[config.mk]
export PLATFORM = sky130hd
export DESIGN_NAME = uart_mem_bridge
export DESIGN_NICKNAME = d
export VERILOG_FILES = /design/src/rtl/uart_mem_bridge_pkg.sv /design/src/rtl/uart_mem_bridge_timeout.sv /design/src/rtl/uart_mem_bridge.sv
export SDC_FILE = /design/constraint.sdc
export NUM_CORES = 1
export LEC_CHECK = 0
export CORE_MARGIN = 10
export CORE_UTILIZATION = 47
export DETAILED_ROUTE_END_ITERATION = 8
export HOLD_SLACK_MARGIN = 0.02
export PLACE_DENSITY = 0.77
export RECOVER_POWER = 25
export SLEW_MARGIN = 20
export SYNTH_ARGS = -nofsm -noshare
export SYNTH_HDL_FRONTEND = slang
export SYNTH_HIERARCHICAL = 1
export SYNTH_SLANG_ARGS = --single-unit
[constraint.sdc]
create_clock -name clk -period 3.4 [get_ports clk]
set_input_delay 0.68 -clock clk [delete_from_list [all_inputs] [get_ports clk]]
set_output_delay 0.68 -clock clk [all_outputs]
set_load 0.1 [all_outputs]
[src/rtl/uart_mem_bridge_pkg.sv]
// uart_mem_bridge_pkg: opcodes, response bytes and FSM states shared by the bridge
package uart_mem_bridge_pkg;
  localparam logic [7:0] OP_READ  = 8'h01;
  localparam logic [7:0] OP_WRITE = 8'h02;
  localparam logic [7:0] OP_FILL  = 8'h03;
  localparam logic [7:0] OP_PING  = 8'h04;
  localparam logic [7:0] RSP_ACK  = 8'hA5;
  localparam logic [7:0] RSP_PONG = 8'h5A;
  localparam logic [7:0] RSP_NAK  = 8'hEE;
  typedef enum logic [2:0] {IDLE, HDR, RD_ISSUE, RD_WAIT, RD_SEND, WR_DATA, FILL_RUN, RESP} state_e;
  function automatic logic [7:0] resp_byte(input logic [7:0] op);
    return op == OP_PING ? RSP_PONG : (op == OP_WRITE || op == OP_FILL) ? RSP_ACK : RSP_NAK;
  endfunction
endpackage

[src/rtl/uart_mem_bridge_timeout.sv]
// uart_mem_bridge_timeout: idle down-counter reloaded on clr or while disabled; expired after TIMEOUT_CYCLES enabled idle cycles
// ports: clk, rst_n, en (count), clr (reload on received strobe), expired (0 when TIMEOUT_CYCLES==0)
module uart_mem_bridge_timeout #(
  parameter int TIMEOUT_CYCLES = 1000000
) (
  input  logic clk,
  input  logic rst_n,
  input  logic en,
  input  logic clr,
  output logic expired
);
  localparam int CW = TIMEOUT_CYCLES > 1 ? $clog2(TIMEOUT_CYCLES) : 1;
  localparam logic [CW-1:0] LOAD = CW'(TIMEOUT_CYCLES > 0 ? TIMEOUT_CYCLES - 1 : 0);
  logic [CW-1:0] cnt_q, cnt_d;
  always_comb cnt_d = (!en || clr) ? LOAD : (cnt_q != '0 ? cnt_q - CW'(1) : cnt_q);
  always_ff @(posedge clk or negedge rst_n)
    if (!rst_n) cnt_q <= LOAD;
    else cnt_q <= cnt_d;
  assign expired = (TIMEOUT_CYCLES != 0) && en && cnt_q == '0;
endmodule

[src/rtl/uart_mem_bridge.sv]
// uart_mem_bridge: framed UART command parser driving a synchronous memory port (READ/WRITE/FILL/PING)
// ports: clk, rst_n; UART rx (received, rx_byte) and tx (is_transmitting, transmit, tx_byte);
// memory (mem_read, mem_write, mem_addr, mem_wdata, mem_rdata); status (busy, error)
module uart_mem_bridge
  import uart_mem_bridge_pkg::*;
#(
  parameter int ADDR_WIDTH     = 16,
  parameter int MEM_LATENCY    = 1,
  parameter int TIMEOUT_CYCLES = 1000000
) (
  input  logic                  clk,
  input  logic                  rst_n,
  input  logic                  received,
  input  logic [7:0]            rx_byte,
  input  logic                  is_transmitting,
  output logic                  transmit,
  output logic [7:0]            tx_byte,
  output logic                  mem_read,
  output logic                  mem_write,
  output logic [ADDR_WIDTH-1:0] mem_addr,
  output logic [7:0]            mem_wdata,
  input  logic [7:0]            mem_rdata,
  output logic                  busy,
  output logic                  error
);
  localparam int AW = ADDR_WIDTH;
  localparam int ADDR_BYTES = ADDR_WIDTH / 8;
  localparam logic [2:0] HDR_LEN = 3'(ADDR_BYTES + 1);
  localparam logic [1:0] LAT_END = 2'(MEM_LATENCY - 1);
  state_e state_q, state_d;
  logic [7:0] op_q, op_d, wdata_q, wdata_d, tx_byte_q, tx_byte_d;
  logic [2:0] hdr_q, hdr_d;
  logic [8:0] rem_q, rem_d;
  logic [1:0] lat_q, lat_d;
  logic [AW-1:0] addr_q, addr_d;
  logic transmit_q, transmit_d, tx_prev_q, mem_read_q, mem_read_d, mem_write_q, mem_write_d, error_q, error_d;
  logic expired, tx_ok;
  uart_mem_bridge_timeout #(.TIMEOUT_CYCLES(TIMEOUT_CYCLES)) u_timeout (
    .clk(clk), .rst_n(rst_n), .en(state_q == HDR || state_q == WR_DATA), .clr(received), .expired(expired)
  );
  // transmitter raises busy one cycle late, so also hold off for two cycles after our own strobe
  assign tx_ok = !is_transmitting && !transmit_q && !tx_prev_q;
  always_comb begin
    state_d = state_q;
    op_d = op_q;
    hdr_d = hdr_q;
    rem_d = rem_q;
    lat_d = lat_q;
    addr_d = addr_q + AW'(mem_write_q | mem_read_q);
    wdata_d = wdata_q;
    tx_byte_d = tx_byte_q;
    transmit_d = 1'b0;
    mem_read_d = 1'b0;
    mem_write_d = 1'b0;
    error_d = 1'b0;
    case (state_q)
      IDLE: if (received) begin
        op_d = rx_byte;
        hdr_d = HDR_LEN;
        if (rx_byte == OP_READ || rx_byte == OP_WRITE || rx_byte == OP_FILL) state_d = HDR;
        else begin
          state_d = RESP;
          error_d = rx_byte != OP_PING;
        end
      end
      HDR: if (received) begin
        if (hdr_q == HDR_LEN) rem_d = {1'b0, rx_byte} + 9'd1;
        else addr_d = (addr_q << 8) | AW'(rx_byte);
        hdr_d = hdr_q - 3'd1;
        if (hdr_q == 3'd1) state_d = op_q == OP_READ ? RD_ISSUE : WR_DATA;
      end else if (expired) begin
        state_d = IDLE;
        error_d = 1'b1;
      end
      RD_ISSUE: if (tx_ok) begin
        mem_read_d = 1'b1;
        lat_d = 2'd0;
        state_d = RD_WAIT;
      end
      RD_WAIT: begin
        lat_d = lat_q + 2'd1;
        state_d = lat_q == LAT_END ? RD_SEND : RD_WAIT;
      end
      RD_SEND: begin
        transmit_d = 1'b1;
        tx_byte_d = mem_rdata;
        rem_d = rem_q - 9'd1;
        state_d = rem_q == 9'd1 ? IDLE : RD_ISSUE;
      end
      WR_DATA: if (received) begin
        wdata_d = rx_byte;
        mem_write_d = 1'b1;
        if (op_q == OP_FILL) state_d = FILL_RUN;
        else begin
          rem_d = rem_q - 9'd1;
          state_d = rem_q == 9'd1 ? RESP : WR_DATA;
        end
      end else if (expired) begin
        state_d = IDLE;
        error_d = 1'b1;
      end
      FILL_RUN: if (rem_q == 9'd1) state_d = RESP;
      else begin
        mem_write_d = 1'b1;
        rem_d = rem_q - 9'd1;
      end
      RESP: if (tx_ok) begin
        transmit_d = 1'b1;
        tx_byte_d = resp_byte(op_q);
        state_d = IDLE;
      end
      default: state_d = IDLE;
    endcase
  end
  always_ff @(posedge clk or negedge rst_n)
    if (!rst_n) begin
      state_q <= IDLE;
      op_q <= '0;
      hdr_q <= '0;
      rem_q <= '0;
      lat_q <= '0;
      addr_q <= '0;
      wdata_q <= '0;
      tx_byte_q <= '0;
      transmit_q <= 1'b0;
      tx_prev_q <= 1'b0;
      mem_read_q <= 1'b0;
      mem_write_q <= 1'b0;
      error_q <= 1'b0;
    end else begin
      state_q <= state_d;
      op_q <= op_d;
      hdr_q <= hdr_d;
      rem_q <= rem_d;
      lat_q <= lat_d;
      addr_q <= addr_d;
      wdata_q <= wdata_d;
      tx_byte_q <= tx_byte_d;
      transmit_q <= transmit_d;
      tx_prev_q <= transmit_q;
      mem_read_q <= mem_read_d;
      mem_write_q <= mem_write_d;
      error_q <= error_d;
    end
  assign transmit = transmit_q;
  assign tx_byte = tx_byte_q;
  assign mem_read = mem_read_q;
  assign mem_write = mem_write_q;
  assign mem_addr = addr_q;
  assign mem_wdata = wdata_q;
  assign busy = state_q != IDLE;
  assign error = error_q;
endmodule

* Word-level counts from Yosys, hierarchy flattened
Cells that the tools add are included.
Storage, ports and cells: flip-flop bits (word level) 82, latch bits 0, RAM bits 0, bits in read-only memories 0, output and inout port bits 37, memories 0
Cells by class: add/sub/neg operators 6, multipliers 0, div/mod/pow operators 0, order comparisons 0, equality and inequality tests 28, shift-type cells 0, mux-type cells 46, bitwise gates (word level) 2, reductions and logical operators 30
Operators with widths (count):
- 16-bit two-way mux | 3
- 9-bit two-way mux | 5
- 20-bit two-way mux | 2
- 3-bit two-way mux | 13
- 9-bit case mux with 4 select lines | 1
- 8-bit by 2-bit == test with 1-bit output, second input constant | 4
- 3-bit case mux with 8 select lines | 1
- 20-bit zero test | 1
- 20-bit nonzero test | 1
- 20-bit by 1-bit subtractor with 20-bit output, second input constant | 1
- 16-bit by 1-bit adder with 16-bit output | 1
- 8-bit by 1-bit == test with 1-bit output, second input constant | 2
- 8-bit two-way mux | 2
- 2-bit inequality test, second input constant | 8
- 16-bit by 8-bit OR with 16-bit output | 1
- 8-bit case mux with 2 select lines | 1
- 3-bit == test, second input constant | 4
- 8-bit by 1-bit adder with 9-bit output, second input constant | 1
- 3-bit by 2-bit == test with 1-bit output, second input constant | 3
- 9-bit by 1-bit == test with 1-bit output, second input constant | 1
- 9-bit by 1-bit subtractor with 9-bit output, second input constant | 1
- 8-bit by 3-bit == test with 1-bit output, second input constant | 1
- 1-bit two-way mux | 8
- 2-bit two-way mux | 4
- 24 further kinds | 42

* Longest topological paths before layout
Gate-level depths: netlist of run 1.
depth after elaboration 6, mapped depth 10, depth with buffers taken out 10

* Cells and area by module
The synthesis of run 1 kept the hierarchy.
By module, submodules not included:
- uart_mem_bridge | times used 1, cells each 378, area each 3529.6 µm²
- uart_mem_bridge_timeout | times used 1, cells each 129, area each 1188.6 µm²

* Worst setup path after synthesis of run 1
OpenSTA, ideal clock, no wires.
path kind reg-to-reg, start reg mem_read_q (netlist: mem_read), end reg addr_q[15] (netlist: mem_addr[15]), data arrival time 2.361 ns, data required time 3.317 ns, path slack 0.957 ns, stages on the path, launching flop included 8, path buffers 0, cell sequence dfrtp_1 > or2_2 > ha_1 > nand3_1 > nor3_1 > nand4_1 > xor2_1 > o21ai_0
On the way: longest elaborated chain between the ends 5
RTL lines:
- start, declared | RTL line uart_mem_bridge.sv:36 | logic transmit_q, transmit_d, tx_prev_q, mem_read_q, mem_read_d, mem_write_q, mem_write_d, error_q, error_d;
- start signal, assigned | RTL line uart_mem_bridge.sv:141 | mem_read_q <= mem_read_d;
- 1-bit OR (*) | RTL line uart_mem_bridge.sv:49 | addr_d = addr_q + AW'(mem_write_q | mem_read_q);
- 16-bit by 1-bit adder with 16-bit output (*) | RTL line uart_mem_bridge.sv:49
- 16-bit two-way mux | RTL line uart_mem_bridge.sv:67 | if (hdr_q == HDR_LEN) rem_d = {1'b0, rx_byte} + 9'd1;
- 16-bit two-way mux | RTL line uart_mem_bridge.sv:66 | HDR: if (received) begin
- 16-bit two-way mux (*) | RTL line uart_mem_bridge.sv:56 | case (state_q)
- via addr_d[15] | RTL line uart_mem_bridge.sv:35 | logic [AW-1:0] addr_q, addr_d;
- end signal, assigned | RTL line uart_mem_bridge.sv:136 | addr_q <= addr_d;
- end, declared | RTL line uart_mem_bridge.sv:35
Mark *: on every way through the listed nets, which the timed path passes. The rest lies on a longest branch. A chain may end at the register's enable or synchronous reset.

* Worst setup path after layout of run 1
start reg state_q[0], end out busy
On the way: longest elaborated chain between the ends 1
RTL lines:
- start, declared | RTL line uart_mem_bridge.sv:30 | state_e state_q, state_d;
- start signal, assigned | RTL line uart_mem_bridge.sv:131 | state_q <= state_d;
- 3-bit nonzero test | RTL line uart_mem_bridge.sv:151 | assign busy = state_q != IDLE;
- end, declared | RTL line uart_mem_bridge.sv:23 | output logic busy,
No other way between the ends.

==> flow_summary.json, run 1 <==
{
  "status": "finished, violations left",
  "violations": "capacitance limit, slew limit",
  "synth_edf_count": 0,
  "hold_viol": 0,
  "cp_slowest_cell": "dfrtp_1",
  "routabilityCongestion": 0.912,
  "num_rows": 36,
  "synth_top_area_share_pct": 37.1,
  "worstPathArrival_ns": 1.91,
  "diodes": 0,
  "grt_pass1_vias": 3942,
  "dp_cells": 680,
  "crit_buf_inv": 2,
  "port_buffers": 56,
  "fin_nets": 592,
  "grt_overflow_total": 0,
  "ant_nets": 0,
  "yosys.area.top_type": "dfrtp_1",
  "netlist_top_cells_count": "dfrtp_1, nand2_1, o21ai_0, nor2_1",
  "fin_setup_tns_ns": 0,
  "routed_wl_um": 11800,
  "holdWs_ns": 0.437,
  "grt_use_total_pct": 16.5,
  "boundaryPins": 57,
  "placed_cell_area_um2": 5310,
  "grt_max_degree": 80,
  "yosysSeqAreaShare_pct": 43.8,
  "synth_most_common_cell": "dfrtp_1",
  "ff2ff_path_depth": 4,
  "pwr_density_cell_nw_per_um2": 1050,
  "power_frac_comb_pct": 55.6,
  "slowest_delay_ns": 0.66,
  "cp_max_fo": 26,
  "end_kind": "output pin",
  "drv_slew": 80,
  "max_freq_mhz": 386,
  "yosys_warnings": 6,
  "leakage_nw": 2.29,
  "path_depth": 3,
  "ctsHoldBuffers": 0,
  "worst-setup-path-type": "reg -> out",
  "synth.area.top_cells": "dfrtp_1, dfstp_2, nand2_1, o21ai_0, mux2_2",
  "cts_buffers": 9,
  "hold_path_depth": 0,
  "synth_cell_type_count": 62,
  "intPower_mw": 2.66,
  "fin_crit_sh_pct": 76.2,
  "swShare_pct": 54.3,
  "wl_per_cell_um": 16.9,
  "drt-initial-drc-count": 484,
  "rsz0062_at_grt": "no",
  "path_delay_family": "flip-flops",
  "max-vdd-ir-drop_uv": 795,
  "synthesis.nets": 541,
  "initial_core_util_pct": 48.3,
  "synthCells": 507,
  "min_period_ns": 2.59,
  "worst_ep_required_time_ns": 2.72,
  "cts_tree": "yes",
  "power.switching_mw": 3.16,
  "clkPwrFrac_pct": 14.0,
  "worstPathCellList": "nor3_1, inv_1, buf_4",
  "die_w_um": 120,
  "die_area_um2": 14400,
  "cts_root_buf": "clkbuf_8",
  "synth_flop_cell": "dfrtp_1",
  "coreArea_um2": 9770,
  "syn2layout_area_growth_pct": 17.2,
  "totalPowerFinal_mw": 5.81,
  "final_cells": 695,
  "relSlewSlack_pct": -33.8,
  "cts_sinks": 82,
  "insertion_delay_ns": 0.37,
  "antenna_found_initial": 0,
  "final-setup-viol-count": 0,
  "num_vias": 4077,
  "grt_pass1_wl_um": 19800,
  "timing.max_cap.violations": 1,
  "dr.pass1.iters": 5,
  "cts_setup_buffers": 0,
  "cts_buffer_depth": 2,
  "dp_hpwl_um": 8360,
  "start_kind": "register",
  "design_area_um2": 5530,
  "drc_errors": 0,
  "avgSynthCellArea_um2": 9.31,
  "cts_max_level": 3,
  "synthArstFlopShare_pct": 100,
  "seq_power_share_pct": 30.5,
  "syn_area_um2": 4720,
  "drive_gt1_share_pct": 19.0,
  "clk_pin_slew_ns": 0.08,
  "worstHoldPathType": "reg -> reg",
  "vias_per_cell": 5.87,
  "cts_resized": 0,
  "synth_seq_cells": 82,
  "ff2ff_setup_slack_ns": 0.97,
  "die_h_um": 120,
  "fin_skew_ns": 0.00942,
  "worst_slew_pin_slew_ns": 2.01
}
[power by group through the flow]
stage / logic, mW / registers, mW / clock network (mW)
2_1_floorplan: 1.21 / 3.05 / 0
3_3_place_gp: 3.18 / 1.76 / 0
3_5_place_dp: 3.23 / 1.78 / 0
4_1_cts: 3.24 / 1.77 / 0.827
5_1_grt: 3.44 / 1.83 / 0.867
6_report: 3.23 / 1.77 / 0.812
[metrics by stage]
stage          util, %  setup slack, ns
2_1_floorplan        -            0.957
3_3_place_gp      54.3            0.677
3_5_place_dp      54.3            0.662
4_1_cts           56.6            0.816
5_1_grt           56.6            0.702
6_report          56.6            0.810
[state kept, by name (all words and copies together) (netlist names)]
register	flops
transmit	1
mem_wdata	8
error	1
u_timeout/cnt_q	20
mem_addr	16
hdr_q	3
state_q	3
tx_prev_q	1
op_q	8
mem_write	1
tx_byte	8
mem_read	1
rem_q	9
lat_q	2
[cell usage in the layout, fill, tap and decap left out, types with 8 or more instances in the layout]
| cell type | synthesis | routed |
|---|---|---|
| and3_1 | 8 | 8 |
| a21oi_1 | 21 | 21 |
| clkbuf_8 | 0 | 11 |
| buf_4 | 1 | 46 |
| nand3_1 | 20 | 20 |
| xnor2_1 | 13 | 13 |
| dfrtp_1 | 70 | 70 |
| a31oi_1 | 12 | 12 |
| xor2_1 | 8 | 8 |
| or4_1 | 10 | 10 |
| ha_1 | 14 | 14 |
| nand2_1 | 55 | 55 |
| mux2_2 | 17 | 17 |
| dfstp_2 | 12 | 12 |
| o21ai_0 | 40 | 40 |
| nand2b_1 | 12 | 12 |
| nor2_1 | 34 | 34 |
| inv_1 | 21 | 21 |
| clkdlybuf4s50_1 | 0 | 18 |
| nor3_1 | 13 | 13 |
| o31ai_1 | 12 | 12 |
[final cells by class]
class | count | area, µm²
fillers | 839 | 4250
multi-input cells | 379 | 2460
well taps | 133 | 166
clock buffers | 11 | 151
clock inverters | 4 | 75.1
inverters | 21 | 78.8
flip-flops and latches | 82 | 2070
repair buffers | 65 | 531
[worst register-to-register path, delay by kind of cell (launching register included)]
kind	cells	cell delay, ns
AO/OA/AOI/OAI	1	0.70
flip-flops	1	0.83
multiplexers	1	0.19
buffers and inverters	1	0.31
AND/OR/NAND/NOR	1	0.34
[per-layer routing]
layer	global-route usage [%]	share of wire, %	routed length, µm
met4	5.96	1.9	218
met1	22.3	46	5410
met3	3.91	5.9	694
met5	0	0	0
met2	25.1	46	5440
[final timing paths]
kind	startpoint	to
setup / recovery	state_q[0]	busy
setup reg to reg	state_q[2]	rem_q[1]
max in group asynchronous	rst_n	hdr_q[1]
hold / removal	transmit	tx_prev_q
hold reg to reg	transmit	tx_prev_q
min in group asynchronous	rst_n	u_timeout/cnt_q[6]
[logic make-up after synthesis]
| family | after synthesis | share of synthesized area (%) |
|---|---|---|
| xor+xnor | 21 | 3.90 |
| mux | 20 | 4.69 |
| buf+inv | 46 | 4.06 |
| compound gates | 120 | 16.3 |
| fa+ha+maj | 14 | 3.71 |
| flops | 82 | 43.8 |
| simple gates | 204 | 23.6 |
Note: power is estimated with default switching activity, not from simulation.
==> run 2: changes to the inputs <==
- PLACE_DENSITY: 0.77 -> 0.8
- clock period: 3.4 -> 2.2 ns (I/O delays scaled with it)
==> run 2 against run 1 <==
Cell area is 8.0% higher. Non-clock buffer count increased by 43. Die area unchanged. The run ends with setup timing left. Largest cell class unchanged. Cell count rose by 6.3%. Sequential share of layout area is 2.7 points lower. Critical path type is now reg -> reg. Count of clock-buffer cells in the layout rose by 2.
==> flow_summary.json, run 2 (synthesis gave the netlist of run 1 again) <==
{
  "cp_max_fo": 4,
  "timing.max_cap.violations": 0,
  "grt_pass1_vias": 4261,
  "die_h_um": 120,
  "dp_hpwl_um": 8980,
  "cts_buffers": 9,
  "final_common_cell": "buf_4",
  "num_vias": 4265,
  "holdWs_ns": 0.435,
  "num_rows": 36,
  "worst-setup-path-type": "reg -> reg",
  "violations": "setup timing",
  "wl_per_cell_um": 16.9,
  "worst_slew_pin_slew_ns": 1.30,
  "pwr_density_cell_nw_per_um2": 1520,
  "cts_sinks": 82,
  "vias_per_cell": 5.77,
  "rsz0062_at_grt": "yes",
  "final_cell_mix": "buf_4, dfrtp_1, nand2_1",
  "worstHoldPathType": "reg -> reg",
  "regMostFlops": "u_timeout/cnt_q",
  "boundaryPins": 57,
  "status": "finished, violations left",
  "grt_overflow_total": 0,
  "totalPowerFinal_mw": 9.08,
  "fin_crit_sh_pct": 100,
  "final_util_pct": 61.1,
  "hold_viol": 0,
  "routed_wl_um": 12500,
  "drt-initial-drc-count": 412,
  "relSlewSlack_pct": 13.5,
  "setup_ws_ns": -0.00765,
  "fin_skew_ns": 0.0115,
  "die_w_um": 120,
  "port_buffers": 56,
  "largest_register_ffs": 20,
  "final-setup-viol-count": 1,
  "dp_cells": 714,
  "antenna_found_initial": 0,
  "die_area_um2": 14400,
  "cts_root_buf": "clkbuf_8",
  "worstPathArrival_ns": 2.49,
  "final_cells": 739,
  "design_area_um2": 5970,
  "cts_max_level": 3,
  "diodes": 0,
  "multi_input_area_um2": 2560,
  "end_kind": "register",
  "min_period_ns": 2.21,
  "leakage_nw": 2.53,
  "placed_cell_area_um2": 5640,
  "start_kind": "register",
  "grt_max_degree": 42,
  "worst_ep_required_time_ns": 2.48,
  "grt_use_total_pct": 17.2,
  "clk_pin_slew_ns": 0.08,
  "ant_nets": 0,
  "dr.pass1.iters": 5,
  "max_freq_mhz": 453,
  "insertion_delay_ns": 0.37,
  "grt_pass1_wl_um": 20700,
  "drive_gt1_share_pct": 27.7,
  "routabilityCongestion": 0.909,
  "max-vdd-ir-drop_uv": 1200,
  "ff_latch_area_um2": 2070,
  "cts_tree": "yes",
  "drc_errors": 0,
  "cts_buffer_depth": 2,
  "final.fill_count": 833,
  "drv_slew": 0,
  "syn2layout_area_growth_pct": 26.6,
  "pre_cts_slack_ns": -0.181,
  "fin_nets": 635,
  "coreArea_um2": 9770,
  "initial_core_util_pct": 48.3,
  "fin_setup_tns_ns": -0.00765
}
==> run 2: cell types whose count changed in the layout (fill, tap and decap cells not counted), sizes merged <==
cell         delta
buf            +42
bufinv          -1
clkbuf          +2
clkinv          +2
clkinvlp        -2
dlygate4sd3     +1
==> run 2: path summary, 6_finish.rpt <==
path / startpoint / endpoint / slack, ns / cells after the start
max: u_timeout/cnt_q[13] / u_timeout/cnt_q[0] / -0.008 / 5
min: transmit / tx_prev_q / 0.44 / 0
max reg2reg: u_timeout/cnt_q[13] / u_timeout/cnt_q[0] / -0.008 / 5
min reg2reg: transmit / tx_prev_q / 0.44 / 0
max in group asynchronous: rst_n / mem_addr[2] / 0.30 / 3
min in group asynchronous: rst_n / tx_prev_q / 0.88 / 2
==> run 2: metal layers <==
layer	GRT usage [%]	wire length, µm	vias up
li1	-	-	2025
met1	22.0	5550	2060
met2	27.6	5920	149
met3	4.42	802	31
met4	6.41	255	0
met5	0	0	-
==> run 2: critical path, stage by stage, from the launching register on <==
cell	delay, ns
dfrtp_1	0.39
or4_4	0.58
or4_4	0.57
nor3_4	0.23
buf_6	0.15
mux2i_2	0.21
==> run 2: where the power goes <==
group	switching, mW	internal, mW
clock network	0.541	0.554
registers	0.583	2.07
logic	3.80	1.53
total	4.92	4.16
==> run 2: cell type report <==
| type | instances | area share [%] |
|---|---|---|
| flip-flops and latches | 82 | 34.7 |
| clock buffers | 13 | 2.49 |
| inverters | 21 | 1.32 |
| repair buffers | 108 | 15.2 |
| multi-input cells | 379 | 42.9 |
| clock inverters | 3 | 0.670 |
| well taps | 133 | 2.79 |
==> run 2: what timing repair did <==
action / 4_1_cts / 5_1_grt
setup endpoints to repair: 7 / 10
hold endpoints to repair: 12 / 0
hold buffers: 1 / 0
gates resized for setup: 3 / 18
pin swaps: 2 / 13
setup buffers: 1 / 7
cloned: 0 / 0
==> run 3: changes to the inputs <==
- CORE_MARGIN: 10 -> not set
==> run 3 against run 2 <==
The run ends with capacitance limit, slew limit left. Die area fell by 28%. Via count fell by 2.3%. Clock skew rose by 0.0029 ns. Core utilization fell by 1.2 points. Critical endpoint is now u_timeout/cnt_q[1].
==> flow_summary.json, run 3 (synthesis gave the netlist of run 1 again) <==
{
  "clk_pin_slew_ns": 0.08,
  "critPathLaunch": "u_timeout/cnt_q[10]",
  "status": "finished, violations left",
  "worstHoldStart": "transmit",
  "timing.max_cap.violations": 1,
  "ff2ff_path_depth": 4,
  "cts_sinks": 82,
  "path_depth": 4,
  "final_cell_mix": "buf_4, dfrtp_1, nand2_1",
  "cp_max_fo": 4,
  "boundaryPins": 57,
  "fin_nets": 630,
  "initial_core_util_pct": 48.5,
  "final.fill_count": 842,
  "cp_slowest_cell": "or4_1",
  "grt_overflow_total": 0,
  "dr.pass1.iters": 5,
  "r2r-start": "u_timeout/cnt_q[10]",
  "cts_buffer_depth": 2,
  "routabilityCongestion": 0.857,
  "ff_latch_area_um2": 2070,
  "pwr_density_cell_nw_per_um2": 1540,
  "wl_per_cell_um": 15.3,
  "worst_slew_pin_slew_ns": 1.85,
  "placed_cell_area_um2": 5640,
  "start_kind": "register",
  "worst_ep_required_time_ns": 2.48,
  "min_period_ns": 2.18,
  "drive_gt1_share_pct": 25.3,
  "violations": "capacitance limit, slew limit",
  "fin_skew_ns": 0.0144,
  "final-setup-viol-count": 0,
  "grt_pass1_wl_um": 18600,
  "drv_slew": 35,
  "hold_path_depth": 0,
  "insertion_delay_ns": 0.37,
  "num_rows": 36,
  "totalPowerFinal_mw": 8.98,
  "num_vias": 4169,
  "drt-initial-drc-count": 276,
  "rsz0062_at_grt": "yes",
  "syn2layout_area_growth_pct": 23.6,
  "leakage_nw": 2.46,
  "diodes": 0,
  "max-vdd-ir-drop_uv": 1140,
  "slowest_delay_ns": 0.61,
  "vias_per_cell": 5.68,
  "worstHoldPathType": "reg -> reg",
  "port_buffers": 56,
  "dp_hpwl_um": 8210,
  "relSlewSlack_pct": -23.3,
  "design_area_um2": 5830,
  "ant_nets": 0,
  "die_h_um": 102,
  "multi_input_area_um2": 2490,
  "grt_pass1_vias": 3820,
  "cts_max_level": 3,
  "regMostFlops": "u_timeout/cnt_q",
  "largest_register_ffs": 20,
  "end_kind": "register",
  "antenna_found_initial": 0,
  "final_common_cell": "buf_4",
  "hold_viol": 0,
  "coreArea_um2": 9730,
  "path_delay_family": "simple AND/OR/NAND/NOR gates",
  "cts_buffers": 9,
  "die_area_um2": 10400,
  "grt_use_total_pct": 23.0,
  "ctsHoldBuffers": 0,
  "drc_errors": 0,
  "worstPathArrival_ns": 2.47,
  "routed_wl_um": 11200,
  "cts_root_buf": "clkbuf_8",
  "worstPathCellList": "or4_4, or4_1, nor3_2, mux2_2",
  "fin_setup_tns_ns": 0,
  "grt_max_degree": 50,
  "crit_buf_inv": 0,
  "max_freq_mhz": 458,
  "cts_tree": "yes",
  "fin_crit_sh_pct": 99.2,
  "die_w_um": 102,
  "worst-setup-path-type": "reg -> reg"
}
## run 3: cell count changes in the layout (fill, tap and decap cells not counted), sizes merged
cell,change
buf,-4
clkinv,-2
clkbuf,+1
clkinvlp,+1
dlygate4sd3,-1
## run 3: power breakdown
group          total, mW  switching, mW  internal [mW]
combinational       5.28           3.76           1.52
clock               1.09          0.535          0.558
sequential          2.61          0.535           2.07
total               8.98           4.83           4.15
## run 3: worst paths after layout
kind | end | slack (ns)
worst max-delay path | u_timeout/cnt_q[1] | 0.02
worst min-delay path | tx_prev_q | 0.45
worst max register to register | u_timeout/cnt_q[1] | 0.02
worst min register to register | tx_prev_q | 0.45
max in group asynchronous | u_timeout/cnt_q[0] | 0.37
min in group asynchronous | hdr_q[1] | 0.57
## run 3: metrics by stage
stage / hold WS [ns] / worst slack, ns / utilization, % / instances
floorplan: 0.144 / -0.0185 / - / 507
global placement: 0.411 / -0.147 / 57.9 / 717
detailed placement: 0.427 / -0.183 / 57.9 / 717
CTS: 0.0242 / 0.0160 / 60.0 / 734
global route: 0.473 / -0.0511 / 59.9 / 734
finish: 0.448 / 0.0176 / 59.9 / 734
## run 3: timing repair
action	in CTS	in global routing
pin swaps	2	2
setup endpoints to repair	2	6
hold endpoints to repair	0	0
resized for setup	2	3
setup buffers	1	0
## run 3: cell type report
cell class / count / area share, %
Multi-Input combinational cell: 379 / 42.7
Clock inverter: 2 / 0.644
Clock buffer: 14 / 2.62
Tap cell: 133 / 2.85
Sequential cell: 82 / 35.5
Timing Repair Buffer: 103 / 14.2
Inverter: 21 / 1.35
## run 3: worst reg2reg max path, delay by kind of cell, from the launching register on
family	cells	cell delay (ns)
AND/OR/NAND/NOR	3	1.37
flip-flops	1	0.39
multiplexers	1	0.35
## run 3: routing by layer
layer | wire length [µm] | global-route usage [%] | share of wire, % | up-vias
li1 | - | - | - | 2013
met3 | 549 | 4.86 | 4.9 | 20
met1 | 5070 | 31.4 | 45 | 2016
met2 | 5340 | 35.8 | 48 | 120
met4 | 259 | 8.79 | 2.3 | 0
met5 | 0 | 0 | 0 | -
